--- src/rtl/regwr_pkg.sv ---
// Shared types and defaults for the register-file write arbiter.
// The REGWR_STATS_EN build adds conflict/drop counters at the top level.
package regwr_pkg;

  localparam int DATA_WIDTH_DEF = 64;
  localparam int ADDR_WIDTH_DEF = 5;
  localparam int ZERO_REG       = 31;

  typedef enum logic {
    PRI0 = 1'b0,
    PRI1 = 1'b1
  } rr_state_t;

  typedef struct packed {
    logic [ADDR_WIDTH_DEF-1:0] addr;
    logic [DATA_WIDTH_DEF-1:0] data;
  } wr_req_t;

endpackage

--- src/rtl/rr_arbiter_2.sv ---
// Two-way round-robin arbiter with stall gating.
// Reset and stall both force an idle grant vector.
module rr_arbiter_2
  import regwr_pkg::*;
(
  input  logic       clk_i,
  input  logic       reset_i,
  input  logic       stall_i,
  input  logic       valid0_i,
  input  logic       valid1_i,
  output logic [1:0] gnt_o
);

  rr_state_t state_q, state_d;

  always_ff @(posedge clk_i) begin
    if (reset_i) begin
      state_q <= PRI0;
    end else begin
      state_q <= state_d;
    end
  end

  always_comb begin
    gnt_o   = 2'b00;
    state_d = state_q;
    if (!reset_i && !stall_i) begin
      unique case ({valid1_i, valid0_i})
        2'b11: gnt_o = (state_q == PRI0) ? 2'b01 : 2'b10;
        2'b01: gnt_o = 2'b01;
        2'b10: gnt_o = 2'b10;
        default: gnt_o = 2'b00;
      endcase
    end
    if (gnt_o[0]) begin
      state_d = PRI1;
    end else if (gnt_o[1]) begin
      state_d = PRI0;
    end
  end

endmodule

--- src/rtl/regfile_write_arbiter.sv ---
// Shares the register-file write port between ALU and load writeback.
// Define REGWR_STATS_EN to add conflict_count and drop_count outputs.
module regfile_write_arbiter
  import regwr_pkg::*;
#(
  parameter int DATA_WIDTH = DATA_WIDTH_DEF,
  parameter int ADDR_WIDTH = ADDR_WIDTH_DEF,
  parameter int NUM_REGS   = 32
) (
  input  logic                  clk,
  input  logic                  reset,
  input  logic                  stall,
  input  logic                  req0_valid,
  input  logic [ADDR_WIDTH-1:0] req0_addr,
  input  logic [DATA_WIDTH-1:0] req0_data,
  output logic                  req0_ready,
  input  logic                  req1_valid,
  input  logic [ADDR_WIDTH-1:0] req1_addr,
  input  logic [DATA_WIDTH-1:0] req1_data,
  output logic                  req1_ready,
  output logic [NUM_REGS-1:0]   wr_en,
  output logic [DATA_WIDTH-1:0] wr_data,
  output logic [ADDR_WIDTH-1:0] wr_addr
`ifdef REGWR_STATS_EN
  ,
  output logic [15:0]           conflict_count,
  output logic [15:0]           drop_count
`endif
);

  logic [1:0]            gnt;
  logic                  xfer;
  wr_req_t               sel;
  logic [ADDR_WIDTH-1:0] sel_addr;
  logic [DATA_WIDTH-1:0] sel_data;

  logic [NUM_REGS-1:0]   wr_en_q, wr_en_d;
  logic [DATA_WIDTH-1:0] wr_data_q, wr_data_d;
  logic [ADDR_WIDTH-1:0] wr_addr_q, wr_addr_d;

  rr_arbiter_2 u_arb (
    .clk_i    (clk),
    .reset_i  (reset),
    .stall_i  (stall),
    .valid0_i (req0_valid),
    .valid1_i (req1_valid),
    .gnt_o    (gnt)
  );

  assign req0_ready = gnt[0];
  assign req1_ready = gnt[1];
  assign xfer       = |gnt;

  always_comb begin
    sel.addr = ADDR_WIDTH_DEF'(req0_addr);
    sel.data = DATA_WIDTH_DEF'(req0_data);
    if (gnt[1]) begin
      sel.addr = ADDR_WIDTH_DEF'(req1_addr);
      sel.data = DATA_WIDTH_DEF'(req1_data);
    end
  end

  assign sel_addr = ADDR_WIDTH'(sel.addr);
  assign sel_data = DATA_WIDTH'(sel.data);

  // Zero register and anything above it never enable a register.
  always_comb begin
    wr_en_d   = '0;
    wr_data_d = wr_data_q;
    wr_addr_d = wr_addr_q;
    if (xfer) begin
      wr_data_d = sel_data;
      wr_addr_d = sel_addr;
      if (32'(sel_addr) < 32'(NUM_REGS - 1)) begin
        wr_en_d[sel_addr] = 1'b1;
      end
    end
  end

  always_ff @(posedge clk) begin
    if (reset) begin
      wr_en_q   <= '0;
      wr_data_q <= '0;
      wr_addr_q <= '0;
    end else begin
      wr_en_q   <= wr_en_d;
      wr_data_q <= wr_data_d;
      wr_addr_q <= wr_addr_d;
    end
  end

  assign wr_en   = wr_en_q;
  assign wr_data = wr_data_q;
  assign wr_addr = wr_addr_q;

`ifdef REGWR_STATS_EN
  logic [15:0] conf_q, conf_d;
  logic [15:0] drop_q, drop_d;
  logic        is_zero;

  assign is_zero = (32'(sel_addr) == 32'(NUM_REGS - 1));

  always_comb begin
    conf_d = conf_q;
    drop_d = drop_q;
    if (xfer && req0_valid && req1_valid && conf_q != 16'hFFFF) begin
      conf_d = conf_q + 16'd1;
    end
    if (xfer && is_zero && drop_q != 16'hFFFF) begin
      drop_d = drop_q + 16'd1;
    end
  end

  always_ff @(posedge clk) begin
    if (reset) begin
      conf_q <= '0;
      drop_q <= '0;
    end else begin
      conf_q <= conf_d;
      drop_q <= drop_d;
    end
  end

  assign conflict_count = conf_q;
  assign drop_count     = drop_q;
`endif

endmodule

--- config.mk ---
export PLATFORM = sky130hd
export DESIGN_NAME = regfile_write_arbiter
export DESIGN_NICKNAME = d
export VERILOG_FILES = /design/src/rtl/regwr_pkg.sv /design/src/rtl/rr_arbiter_2.sv /design/src/rtl/regfile_write_arbiter.sv
export SDC_FILE = /design/constraint.sdc
export NUM_CORES = 1
export LEC_CHECK = 0
export BUFFER_PORTS_ARGS = -buffer_cell sky130_fd_sc_hd__buf_2
export CAP_MARGIN = 10
export CORE_MARGIN = 10
export CORE_UTILIZATION = 27
export CTS_CLUSTER_SIZE = 10
export DETAILED_ROUTE_END_ITERATION = 7
export PLACE_DENSITY = 0.57
export SLEW_MARGIN = 20
export SYNTH_ARGS = -nofsm -noshare
export SYNTH_HDL_FRONTEND = slang
export SYNTH_SLANG_ARGS = --single-unit
--- constraint.sdc ---
create_clock -name clk -period 1.43 [get_ports clk]
set_clock_uncertainty 0.1 [all_clocks]
set_input_delay 0.143 -clock clk [delete_from_list [all_inputs] [get_ports clk]]
set_output_delay 0.143 -clock clk [all_outputs]
set_load 0.02 [all_outputs]
## After elaboration in Yosys (flattened, before gate mapping)

Index checks and enable logic that the tools add are counted.

| storage, ports and cells | value |
|---|---|
| register bits after elaboration | 102 |
| bits of input ports | 143 |
| output and inout bits | 103 |
| word-level logic and storage cells | 27 |

| operators by class | value |
|---|---|
| magnitude comparators | 3 |
| equal/unequal tests | 3 |
| mux-type cells | 8 |
| bitwise operators | 2 |
| reduce and logical (&&, ||, !) cells | 7 |

Operators by type and width:

| operator | count |
|---|---|
| $mux 69 | 1 |
| $lt 5x6->1 const B | 1 |
| $pmux 2 s3 | 1 |
| $demux 1 s5 | 1 |
| $ge 5x1->1 const B | 1 |
| $lt 5x5->1 const B | 1 |
| $eq 2x2->1 const B | 2 |
| $mux 2 | 2 |
| $mux 1 | 3 |
| $reduce_or 3->1 | 1 |
| $eq 2x1->1 const B | 1 |
| $logic_and 1x1->1 | 2 |
| $logic_not 1->1 | 2 |
| $not 1->1 | 2 |
| $reduce_bool 2->1 | 1 |
| $reduce_or 2->1 | 1 |

## Longest topological paths before layout

| depth | value |
|---|---|
| depth in word-level cells | 8 |
| depth in mapped cells | 7 |
| depth with buffers taken out | 3 |

## Modules after synthesis

Synthesis repeated with hierarchy kept, for this count alone.

| second synthesis, totals | value |
|---|---|
| cell total of the unflattened synthesis | 408 |
| area total of the unflattened synthesis | 4344.2 um2 |

By module, submodules not included:

| module | instances | cells an instance | area each (um2) | seq. area each (um2) |
|---|---|---|---|---|
| regfile_write_arbiter | 1 | 397 | 4255.3 | 2021.9 |
| rr_arbiter_2 | 1 | 11 | 88.8 | 20.0 |

## Worst setup path after synthesis

Ideal clock, no wire load.

| path | value |
|---|---|
| path kind | input to output |
| start point | input port reset |
| end point | output port req1_ready |
| arrival | 1.265 ns |
| required time | 1.187 ns |
| slack | -0.078 ns |
| stages on the path | 5 |
| path buffers | 3 |
| cell sequence | buf_2 -> or3b_1 -> buf_2 -> buf_2 -> nor2_1 |

| on the way | value |
|---|---|
| longest elaborated chain between the ends | 3 |

RTL lines:

| element | RTL line | text |
|---|---|---|
| start: declaration | regfile_write_arbiter.sv:11 | `input logic reset,` |
| $logic_not 1->1 | rr_arbiter_2.sv:27 | `if (!reset_i && !stall_i) begin` |
| $logic_and 1x1->1 | rr_arbiter_2.sv:27 |  |
| $mux 2 | rr_arbiter_2.sv:27 |  |
| end: declaration | regfile_write_arbiter.sv:20 | `output logic req1_ready,` |

No other way between the ends.

## Worst setup path in the final report

| path | value |
|---|---|
| start point | register u_arb.state_q |
| end point | output port req1_ready |

| on the way | value |
|---|---|
| longest elaborated chain between the ends | 3 |

RTL lines:

| element | RTL line | text |
|---|---|---|
| start: declaration | rr_arbiter_2.sv:14 | `rr_state_t state_q, state_d;` |
| start signal: assignment | rr_arbiter_2.sv:20 | `state_q <= state_d;` |
| $mux 2 | rr_arbiter_2.sv:29 | `2'b11: gnt_o = (state_q == PRI0) ? 2'b01 : 2'b10;` |
| $pmux 2 s3 | rr_arbiter_2.sv:28 | `unique case ({valid1_i, valid0_i})` |
| $mux 2 | rr_arbiter_2.sv:27 |  |

No other way between the ends.

==> flow_summary.toml <==
[sta]
report.final.hold_viol_count = 0
fmax_ghz = 0.678
tns_ns = -0.0705
setup_ws_ns = -0.0453
fin_crit_ns = 1.48
slew_headroom_pct = 42.4
rsz0062_at_grt = "yes"
worstMarginPinSlew_ns = 0.864
setup_viol = 6
drv_slew = 0
fin_hold_ws_ns = 0.0171
layout_worst_path_cycle_share_pct = 103

[run_status]
violations = "negative setup slack"
status = "finished with violations"

[drt]
ant_nets = 0
wl_per_cell_um = 20.1
routed_wl_mm = 23.7
dr.pass1.iters = 5
highest_layer = "met4"
wl_met1_mm = 10.2
routed-wl-met3_mm = 1.76
dr.first_iter.drc_count = 616
wl_met2_mm = 11.0
num_vias = 6456
drc = 0
vias_per_cell = 5.46

[synth]
syn_area_um2 = 4940
synth_area_leaders = "dfxtp_1 (41%), a311oi_1 (11%), a21oi_1 (10%), nand3_1 (7.0%), o21ai_0 (6.0%)"
ys_ff_latch = 102
yosys.area.top_type = "dfxtp_1"
yosysSeqAreaShare_pct = 41.3
syn_inst = 594
synth_fp_nets = 737
async_flop_share_pct = 0
syn_area_per_cell_um2 = 8.32
netlist.area_leader.share_pct = 41.3
synth_warnings = 0
ys.flop_type = "dfxtp_1"
synthDistinctLibCells = 28
synth_edf_count = 0

[grt]
grt_start_max_net_pins = 69
grtUsageTotal_pct = 18.0
antenna_found_initial = 1
grt_pass1_vias = 6453
grt.overflow.total = 0
grt_pass1_wl_mm = 35.8

[critical_path]
crit_path_end_kind = "output pin"
reg2reg_slack_ns = -0.02
path_depth = 4
r2r_start = "u_arb.state_q"
crit-reg2reg-capture = "wr_data[9]"
endpoint = "req1_ready"
path_buf_inv = 2
crit_path_start = "u_arb.state_q"
cp-start-kind = "flop"
cpLargestDelayFamily = "flip-flops"
rr_worst_depth = 5
critPathKind = "flop to output pin"
required_ns = 1.19
crit_slowest_cell = "dfxtp_2"
cpPeakStageDelay_ns = 0.34
worstPathCellList = "nor2b_4 -> buf_12 -> nor2_4 -> buf_6"
path_max_fanout = 21
cp.arrival_ns = 1.23

[power]
peakVddDrop_mv = 0.531
power_leakage_nw = 3.41
p_per_area_nw_per_um2 = 907

[clocking]
clockBufferDepth = 2
clock_latency_ns = 0.34
tritoncts = "built"
cts_inserted_buffers = 9
cts_sinks = 102
cts_max_level = 3
clkTransAtPathRegs_ns = 0.08
cts-root-buf = "clkbuf_16"

[finish]
nets = 1090
area_growth_pct = 71.1
drive_gt1_share_pct = 35.1

[hold_path]
hold_path_class = "input pin to flop"

[die]
io_pins = 246
core-area_um2 = 18000
die_w_um = 155
die_h_um = 155
std_cell_rows = 49
die_area_um2 = 24100
start_util_pct = 27.5

[placed_design]
dp.final_hpwl_mm = 14.7
gp_congestion = 0.804
io_buffers = 245

[run]
cap_violations = 0
worst min path at each step:
stage,startpoint,to,slack (ns),depth (start not counted)
after floorplan,req1_valid,u_arb.state_q,0.16,1
after global placement,req1_data[26],wr_data[26],0.32,3
after detailed placement,req1_valid,u_arb.state_q,0.32,2
after CTS,req0_addr[0],wr_addr[0],0.0008,3
after global routing,req0_data[56],wr_data[56],0.04,3
final,req0_data[56],wr_data[56],0.02,3
report_power, final:
group	internal, W	switching (W)	leakage (nW)	total (W)
logic	0.000863	0.00100	2.42	0.00187
registers	0.00297	0.0000654	0.834	0.00304
clock network	0.00156	0.00121	0.158	0.00277
total	0.00540	0.00228	3.41	0.00767
cell type report:
cell class              instances  area (um^2)
fillers                      1716         9500
repair buffers                426         3210
multi-input cells             407         2580
flip-flops and latches        102         2040
well taps                     229          287
clock buffers                   9          225
clock inverters                 7          105
inverters                       1         3.75
diodes                          1         2.50
state kept, by name, indices dropped and copies added, names as in the netlist:
signal / cells
u_arb.state_q: 1
wr_addr: 5
wr_data: 64
wr_en: 32
layout by cell type (no fill, tap or decap), types with 4 or more instances in the layout:
cell type / netlist / routed
a21oi_1: 102 / 101
a311oi_1: 60 / 60
a311oi_2: 10 / 10
and3b_1: 6 / 6
buf_12: 0 / 15
buf_2: 22 / 243
buf_4: 0 / 31
clkbuf_16: 0 / 14
dfxtp_1: 102 / 101
dlygate4sd3_1: 0 / 130
nand3_1: 69 / 69
nand4_1: 31 / 31
nor2b_1: 5 / 4
nor3b_1: 7 / 6
o211ai_1: 31 / 31
o21ai_0: 59 / 39
o21ai_1: 10 / 28
synth_stat cells, types with 2 or more instances:
cell,n
and2_1,2
a311oi_2,10
nor3b_1,7
nor2b_1,5
nor2_1,3
nand2_1,2
buf_6,3
nand3_1,69
a21oi_1,102
nor3_1,2
and3_1,2
and3b_1,6
a311oi_1,60
buf_2,22
o211ai_1,31
clkbuf_1,55
buf_1,4
o21ai_1,10
o21ai_0,59
nand4_1,31
dfxtp_1,102
cells by family (layout without fill, tap and decap cells):
logic type / after synthesis / after routing / share of synthesized area (%)
compound gates: 272 / 272 / 35.7
buf+inv: 85 / 443 / 7.46
flops: 102 / 102 / 41.3
other cells: 1 / 2 / 0.0758
simple gates: 134 / 134 / 15.5
layer usage:
| metal | track usage [%] | vias to the layer above |
|---|---|---|
| met5 | 0 | - |
| met1 | 22.5 | 3077 |
| li1 | - | 3019 |
| met4 | 7.80 | 0 |
| met2 | 28.2 | 300 |
| met3 | 4.99 | 60 |
stage by stage:
| stage | instances | utilization, % | total power [W] | worst slack (ns) | cell area (um^2) |
|---|---|---|---|---|---|
| after floorplan | 594 | - | 0.00389 | -0.0330 | 4970 |
| after CTS | 1174 | 46.2 | 0.00766 | -0.0297 | 8290 |
| after detailed placement | 1027 | 37.0 | 0.00457 | -0.0972 | 6640 |
| after global routing | 1182 | 47.1 | 0.00803 | -0.101 | 8460 |
| final | 1182 | 47.1 | 0.00767 | -0.0453 | 8460 |
| after global placement | 1027 | 37.0 | 0.00456 | -0.0988 | 6640 |
worst register-to-register path: cells and delay by family, from the launching register on:
kind            cells  cell delay, ns
buf+inv             2            0.31
compound gates      2            0.40
flops               1            0.34
simple gates        1            0.19
repair_timing:
| action | in CTS | in global routing |
|---|---|---|
| buffers inserted | 1 | 2 |
| hold endpoints to repair | 67 | 0 |
| endpoints found under the setup margin | 1 | 79 |
| pin swaps | 1 | 16 |
| hold buffers | 130 | 0 |
| gates cloned | 0 | 5 |
| resized for setup | 5 | 17 |
Note: power is estimated with default switching activity, not from simulation.
